**config.mk**
```make
export PLATFORM = sky130hd
export DESIGN_NAME = cache_controller
export DESIGN_NICKNAME = d
export VERILOG_FILES = /design/src/rtl/cache_controller.sv
export SDC_FILE = /design/constraint.sdc
export NUM_CORES = 1
export LEC_CHECK = 0
export BUFFER_PORTS_ARGS = -buffer_cell sky130_fd_sc_hd__clkbuf_2
export CAP_MARGIN = 10
export CORE_MARGIN = 4
export CORE_UTILIZATION = 50
export CTS_CLUSTER_SIZE = 30
export DETAILED_ROUTE_END_ITERATION = 6
export PLACE_DENSITY = 0.67
export SLEW_MARGIN = 25
export SYNTH_ARGS = -nofsm -noshare
export SYNTH_HDL_FRONTEND = slang
export SYNTH_SLANG_ARGS = --single-unit
```
**constraint.sdc**
```tcl
create_clock -name clk -period 6.8 [get_ports clk]
set_input_delay 0.34 -clock clk [delete_from_list [all_inputs] [get_ports clk]]
set_output_delay 0.34 -clock clk [all_outputs]
set_load 0.02 [all_outputs]
```
**src/rtl/cache_controller.sv**
```systemverilog
// Direct-mapped, write-through, no-write-allocate cache controller.
// 16 lines of one 32-bit word each. Tag = addr[31:6], index = addr[5:2].
module cache_controller (
    input  logic        clk,
    input  logic        reset,
    input  logic        cpu_req,
    input  logic        cpu_we,
    input  logic [31:0] cpu_addr,
    input  logic [31:0] cpu_wdata,
    output logic [31:0] cpu_rdata,
    output logic        cpu_ready,
    output logic        mem_req,
    output logic        mem_we,
    output logic [31:0] mem_addr,
    output logic [31:0] mem_wdata,
    input  logic [31:0] mem_rdata,
    input  logic        mem_ack,
    output logic [3:0]  line_index,
    output logic        line_we,
    output logic [15:0] hit_count,
    output logic [15:0] miss_count
);

    typedef enum logic [2:0] {StIdle, StCmp, StFill, StWrite, StResp} state_t;

    state_t      state;
    logic        req_we;
    logic [25:0] req_tag;
    logic [15:0] valid;
    logic [31:0] data_mem [16];
    logic [25:0] tag_mem  [16];

    logic hit;
    logic fill_done;

    // Lookup against the latched request; line_index holds the latched index outside IDLE.
    always_comb begin
        hit       = valid[line_index] && (tag_mem[line_index] == req_tag);
        fill_done = (state == StFill) && mem_ack;
        line_we   = !reset && (((state == StCmp) && req_we && hit) || fill_done);
    end

    // Data and tag arrays; writes only happen through line_we, which reset blocks.
    always_ff @(posedge clk) begin
        if (line_we) begin
            data_mem[line_index] <= (state == StFill) ? mem_rdata : mem_wdata;
        end
        if (line_we && (state == StFill)) begin
            tag_mem[line_index] <= req_tag;
        end
    end

    // Main FSM with registered outputs, valid bits and statistics counters.
    always_ff @(posedge clk) begin
        if (reset) begin
            state      <= StIdle;
            valid      <= '0;
            cpu_ready  <= 1'b0;
            cpu_rdata  <= '0;
            mem_req    <= 1'b0;
            mem_we     <= 1'b0;
            mem_addr   <= '0;
            mem_wdata  <= '0;
            line_index <= '0;
            hit_count  <= '0;
            miss_count <= '0;
            req_we     <= 1'b0;
            req_tag    <= '0;
        end else begin
            cpu_ready <= 1'b0;
            case (state)
                StIdle: begin
                    // cpu_ready high here means the CPU is still releasing the last request.
                    if (cpu_req && !cpu_ready) begin
                        req_we     <= cpu_we;
                        req_tag    <= cpu_addr[31:6];
                        line_index <= cpu_addr[5:2];
                        mem_addr   <= cpu_addr & 32'hFFFF_FFFC;
                        mem_wdata  <= cpu_wdata;
                        state      <= StCmp;
                    end
                end
                StCmp: begin
                    if (hit) begin
                        if (hit_count != 16'hFFFF) hit_count <= hit_count + 16'd1;
                    end else begin
                        if (miss_count != 16'hFFFF) miss_count <= miss_count + 16'd1;
                    end
                    if (req_we) begin
                        mem_req <= 1'b1;
                        mem_we  <= 1'b1;
                        state   <= StWrite;
                    end else if (hit) begin
                        cpu_rdata <= data_mem[line_index];
                        state     <= StResp;
                    end else begin
                        mem_req <= 1'b1;
                        mem_we  <= 1'b0;
                        state   <= StFill;
                    end
                end
                StFill: begin
                    if (mem_ack) begin
                        valid[line_index] <= 1'b1;
                        cpu_rdata         <= mem_rdata;
                        mem_req           <= 1'b0;
                        state             <= StResp;
                    end
                end
                StWrite: begin
                    if (mem_ack) begin
                        mem_req <= 1'b0;
                        mem_we  <= 1'b0;
                        state   <= StResp;
                    end
                end
                StResp: begin
                    cpu_ready  <= 1'b1;
                    line_index <= '0;
                    state      <= StIdle;
                end
                default: state <= StIdle;
            endcase
        end
    end

endmodule
```
After elaboration in Yosys (flattened, before gate mapping)
Memories as Yosys holds them, arrays and structs flattened. A register that Yosys moved wholly into a read port is not among the register bits.
Cells that the tools add are included.
{"block": "word_totals", "regBits": 179, "ram_bits": 928, "input_bits": 101, "output_inout_bits": 136, "mem_count": 2}
{"block": "classes", "add_sub_neg": 2, "order_cmp": 2, "eq_ne": 14, "muxes": 32, "n_bitwise": 2, "reduce_logical": 26}
{"memory": "data_mem", "words": 16, "width": 32, "read_ports": 1, "rd_ports_with_merged_regs": 1, "wr": 1, "line_no": "30", "source": "logic [31:0] data_mem [16];"}
{"memory": "tag_mem", "words": 16, "width": 26, "read_ports": 1, "rd_ports_with_merged_regs": 1, "wr": 1, "line_no": "31", "source": "logic [25:0] tag_mem [16];"}
{"operator": "$mux W32", "n": 4}
{"operator": "$pmux W32 S2", "n": 1}
{"operator": "$add A16 B1 Y16 const B", "n": 2}
{"operator": "$ne A16 B16 Y1 const B", "n": 2}
{"operator": "$eq A26 B26 Y1", "n": 1}
{"operator": "$mux W4", "n": 5}
{"operator": "$or A16 B16 Y16", "n": 1}
{"operator": "$mux W1", "n": 12}
{"operator": "$mux W3", "n": 4}
{"operator": "$reduce_and A3 Y1", "n": 4}
{"operator": "$ne A2 B2 Y1 const B", "n": 5}
{"operator": "$pmux W3 S3", "n": 1}
{"operator": "$logic_and A1 B1 Y1", "n": 8}
{"operator": "$pmux W4 S2", "n": 1}
{"operator": "$reduce_and A2 Y1", "n": 4}
{"operator": "$reduce_bool A2 Y1", "n": 4}
{"operator": "$eq A3 B2 Y1 const B", "n": 2}
{"operator": "$lt A4 B5 Y1 const B", "n": 1}
{"operator": "$bmux W1 S4", "n": 1}
{"operator": "$demux W1 S4", "n": 1}
{"operator": "$ge A4 B1 Y1 const B", "n": 1}
{"operator": "$pmux W1 S2", "n": 2}
{"operator": "$reduce_and A4 Y1", "n": 1}
{"operator": "$eq A3 B1 Y1 const B", "n": 1}
{"operator": "8 further kinds", "n": 9}

Longest topological paths before layout
{"block": "depth", "ltp_word": 9, "mapped_depth": 14}

Worst setup path before layout
OpenSTA, ideal clock, no wires.
{"block": "synth_path", "path_kind": "register to register", "startpoint": "register (tool-made name)", "endpoint": "memory data_mem[3][0] (enable)", "arrival_ns": 5.601, "required_ns": 6.298, "setup_slack_ns": 0.697, "stages_incl_launch_ff": 11, "n_path_buf": 2, "path_cell_list": "dfxtp_1 > buf_2 > buf_1 > mux4_2 > a221oi_2 > xor2_1 > nand2_1 > nor4_2 > and3_4 > a31oi_2 > nor4_1"}
{"item": "to (decl)", "line_no": "30"}

==> flow_summary_export.csv <==
group,metric,value,unit
critical_path,worstPathArrival,5.65,ns
clock_tree,cts_sinks,1085,
timing,fmax,188,MHz
critical_path,cp_slowest_cell,"dfxtp_4",
floorplanning,fp.dieW,301,um
layout,fin_area,49400,um^2
clock_tree,cts_buffer_depth,3,
timing,slew_viol_final,0,
synth,netlist_instances,2335,
layout,fill_cells,6188,
timing,setup_tns,0,ns
synth,synth-simple-area-share,5.30,%
placed_design,port-buffer-count,232,
synth,synth_mux_area_share,16.9,%
power,p_leak,16.0,nW
floorplanning,fp.coreArea,85000,um^2
power,power_density,282,nW/um^2
synth,yosysSeqAreaShare,72.4,%
critical_path,slowest_delay,0.84,ns
clock_tree,htree_num_levels,3,
synth,ys_top_cells_by_area,"edfxtp_1, mux4_2, dfxtp_1, mux2i_1, nand2_1",
critical_path,cpLargestDelayFamily,"simple AND/OR/NAND/NOR gates",
outcome,status,"complete, no violations",
critical_path,path_max_fanout,54,
timing,slew_headroom,37.1,%
global_route,grt.overflow.total,0,
placed_design,hpwlAfterDp,53800,um
clock_tree,cts_buffers,107,
synth,synthDominantCellAreaShare,65.1,%
synth,synth_ff_type,"edfxtp_1",
run,drv_cap,0,
clock_tree,post_cts_buffers,0,
placed_design,place_congestion,0.763,
timing,setup_viol,0,
placed_design,place_area,45400,um^2
critical_path,worstPathBufferInverterCount,2,
drt,dr.pass1.iters,7,
critical_path,critPathKind,"reg2reg",
synth,async_reset_ff_share,0,%
critical_path,path_cells,"buf_4, mux4_2, mux2i_1, mux2i_1, xnor2_1, nand2_1, nor4_2, and3_4, a31oi_4, nor4_2, buf_12",
layout,fin_nets,2759,
timing,clock_skew,0.0382,ns
drt,vias_per_cell,5.86,
layout,final_common_cell,"edfxtp_1",
layout,multi_input_area,11300,um^2
drt,drc,0,
clock_tree,worstSkewPairLatency,0.67,ns
floorplanning,die_h,301,um
clock_tree,clk_pin_slew,0.06,ns
critical_path,required,7.12,ns
critical_path,worstSetupStartpointType,"flip-flop",
critical_path,end_kind,"flip-flop",
clock_tree,post_cts_resized,0,
layout,drive_above_1_share,28.2,%
synth,synth_xor_area_share,0.818,%
drt,avgRoutedWirePerCell,24.8,um
power,irDropWorstVdd,0.201,mV
synth,yosysTopAreaCell,"edfxtp_1",
synth,synth_area,42800,um^2
drt,ant_nets,0,
synth,ys_ff_latch,1085,
timing,finalHoldViolations,0,
floorplanning,die_area,90400,um^2
hold_path,min_path_type,"in2reg",
timing,tightestPinTransition,0.944,ns
synth,synth-edff-count,928,
synth,synth_compound_area_share,2.66,%
timing,rsz0062_at_grt,"false",
global_route,grt_pass1_wl,146000,um
global_route,grt_pass1_vias,23300,
global_route,grt_max_degree,88,
global_route,antenna_found_initial,0,
floorplanning,initial_core_util,50.4,%
floorplanning,rows,107,
layout,layout_common_cells,"edfxtp_1, mux4_2, clkbuf_2",
drt,wl,96600,um
timing,fin_crit,5.33,ns
synth,ys_warn_count,0,
synth,syn_area_per_cell,18.3,um^2
layout,regArea,31000,um^2
synth,synth_cell_types,62,
layout,area_growth,15.3,%
global_route,grt.total_usage,21.6,%
floorplanning,io_pins,237,
synth,synthAdderAreaFrac,0.0584,%
synth,synth_top_family_by_area,"multiplexers",
drt,drt_iter0_markers,2103,
drt,vias,22800,
timing,holdWs,0.0955,ns
timing,post-route-period-util,78.4,%
clock_tree,cts-root-buf,"clkbuf_16",
clock_tree,cts_tree,"yes",
==> worst paths after layout <==
path / start / to / slack (ns) / cells past startpoint
hold reg to reg: mem_req / mem_req / 0.45 / 2
hold / removal: mem_rdata[1] / cpu_rdata[1] / 0.1 / 4
setup reg to reg: flip-flop / data_mem[0][8] / 1.47 / 11
setup / recovery: flip-flop / data_mem[0][8] / 1.47 / 11
==> area by class of cell <==
class | count | area share, %
flip-flops and latches | 1085 | 62.9
multi-input cells | 1099 | 22.9
clock buffers | 140 | 5.78
repair buffers | 356 | 4.72
well taps | 1144 | 2.90
clock inverters | 58 | 0.821
inverters | 7 | 0.0532
diodes | 1 | 0.00507
==> sequential cells by signal, summed over array words and instances (netlist names), named ones only <==
name	flops
req_we	1
data_mem	512
valid	16
mem_addr	4
mem_req	1
cpu_rdata	32
line_index	4
state	3
miss_count	16
mem_wdata	32
mem_we	1
hit_count	16
req_tag	26
cpu_ready	1
tag_mem	416
==> cells by family after synthesis <==
| logic type | Yosys count |
|---|---|
| buf+inv | 152 |
| mux | 405 |
| xor+xnor | 40 |
| flops | 1085 |
| other cells | 1 |
| compound gates | 196 |
| simple gates | 454 |
| fa+ha+maj | 2 |
==> stage by stage <==
| step | power, mW | utilization (%) | cells | setup slack [ns] |
|---|---|---|---|---|
| after floorplan | 8.22 | - | 2336 | 0.697 |
| after global placement | 8.51 | 53.4 | 3628 | 1.27 |
| after detailed placement | 8.54 | 53.5 | 3628 | 1.40 |
| after CTS | 14.0 | 58.0 | 3889 | 1.34 |
| after global routing | 14.4 | 58.1 | 3889 | 1.02 |
| final | 13.9 | 58.1 | 3890 | 1.47 |
==> metal layers <==
layer	track usage, %	vias to the layer above	wire [um]
li1	-	9980	-
met1	29.6	11900	39700
met2	36.2	764	48200
met3	3.50	161	6050
met4	6.24	0	2610
met5	0	-	0
==> tightest hold or removal path: cells and delay by family <==
kind | cells | cell delay (ns)
muxes | 1 | 0.06
and+or+nand+nor | 1 | 0.16
AOI/OAI and AO/OA | 1 | 0.07
buffers and inverters | 1 | 0.09
==> repair_timing <==
action,in CTS,in global routing
endpoints found under the hold margin,71,0
setup endpoints to repair,0,0
hold buffers,63,0
==> power by group <==
group	switching [mW]	internal, mW
registers	0.127	7.33
clock network	2.44	3.04
logic	0.540	0.417
==> synthesized netlist by cell type, types with 27 or more instances <==
| cell | instances |
|---|---|
| dfxtp_1 | 157 |
| nor2_1 | 73 |
| nand2_1 | 163 |
| nor2b_1 | 27 |
| buf_2 | 44 |
| mux4_2 | 251 |
| mux2i_1 | 105 |
| clkbuf_1 | 63 |
| nor3b_1 | 37 |
| mux2_2 | 35 |
| o21ai_1 | 29 |
| edfxtp_1 | 928 |
| a21oi_1 | 107 |
| nor3_1 | 55 |
No activity file was read; power rests on OpenSTA's default activity.
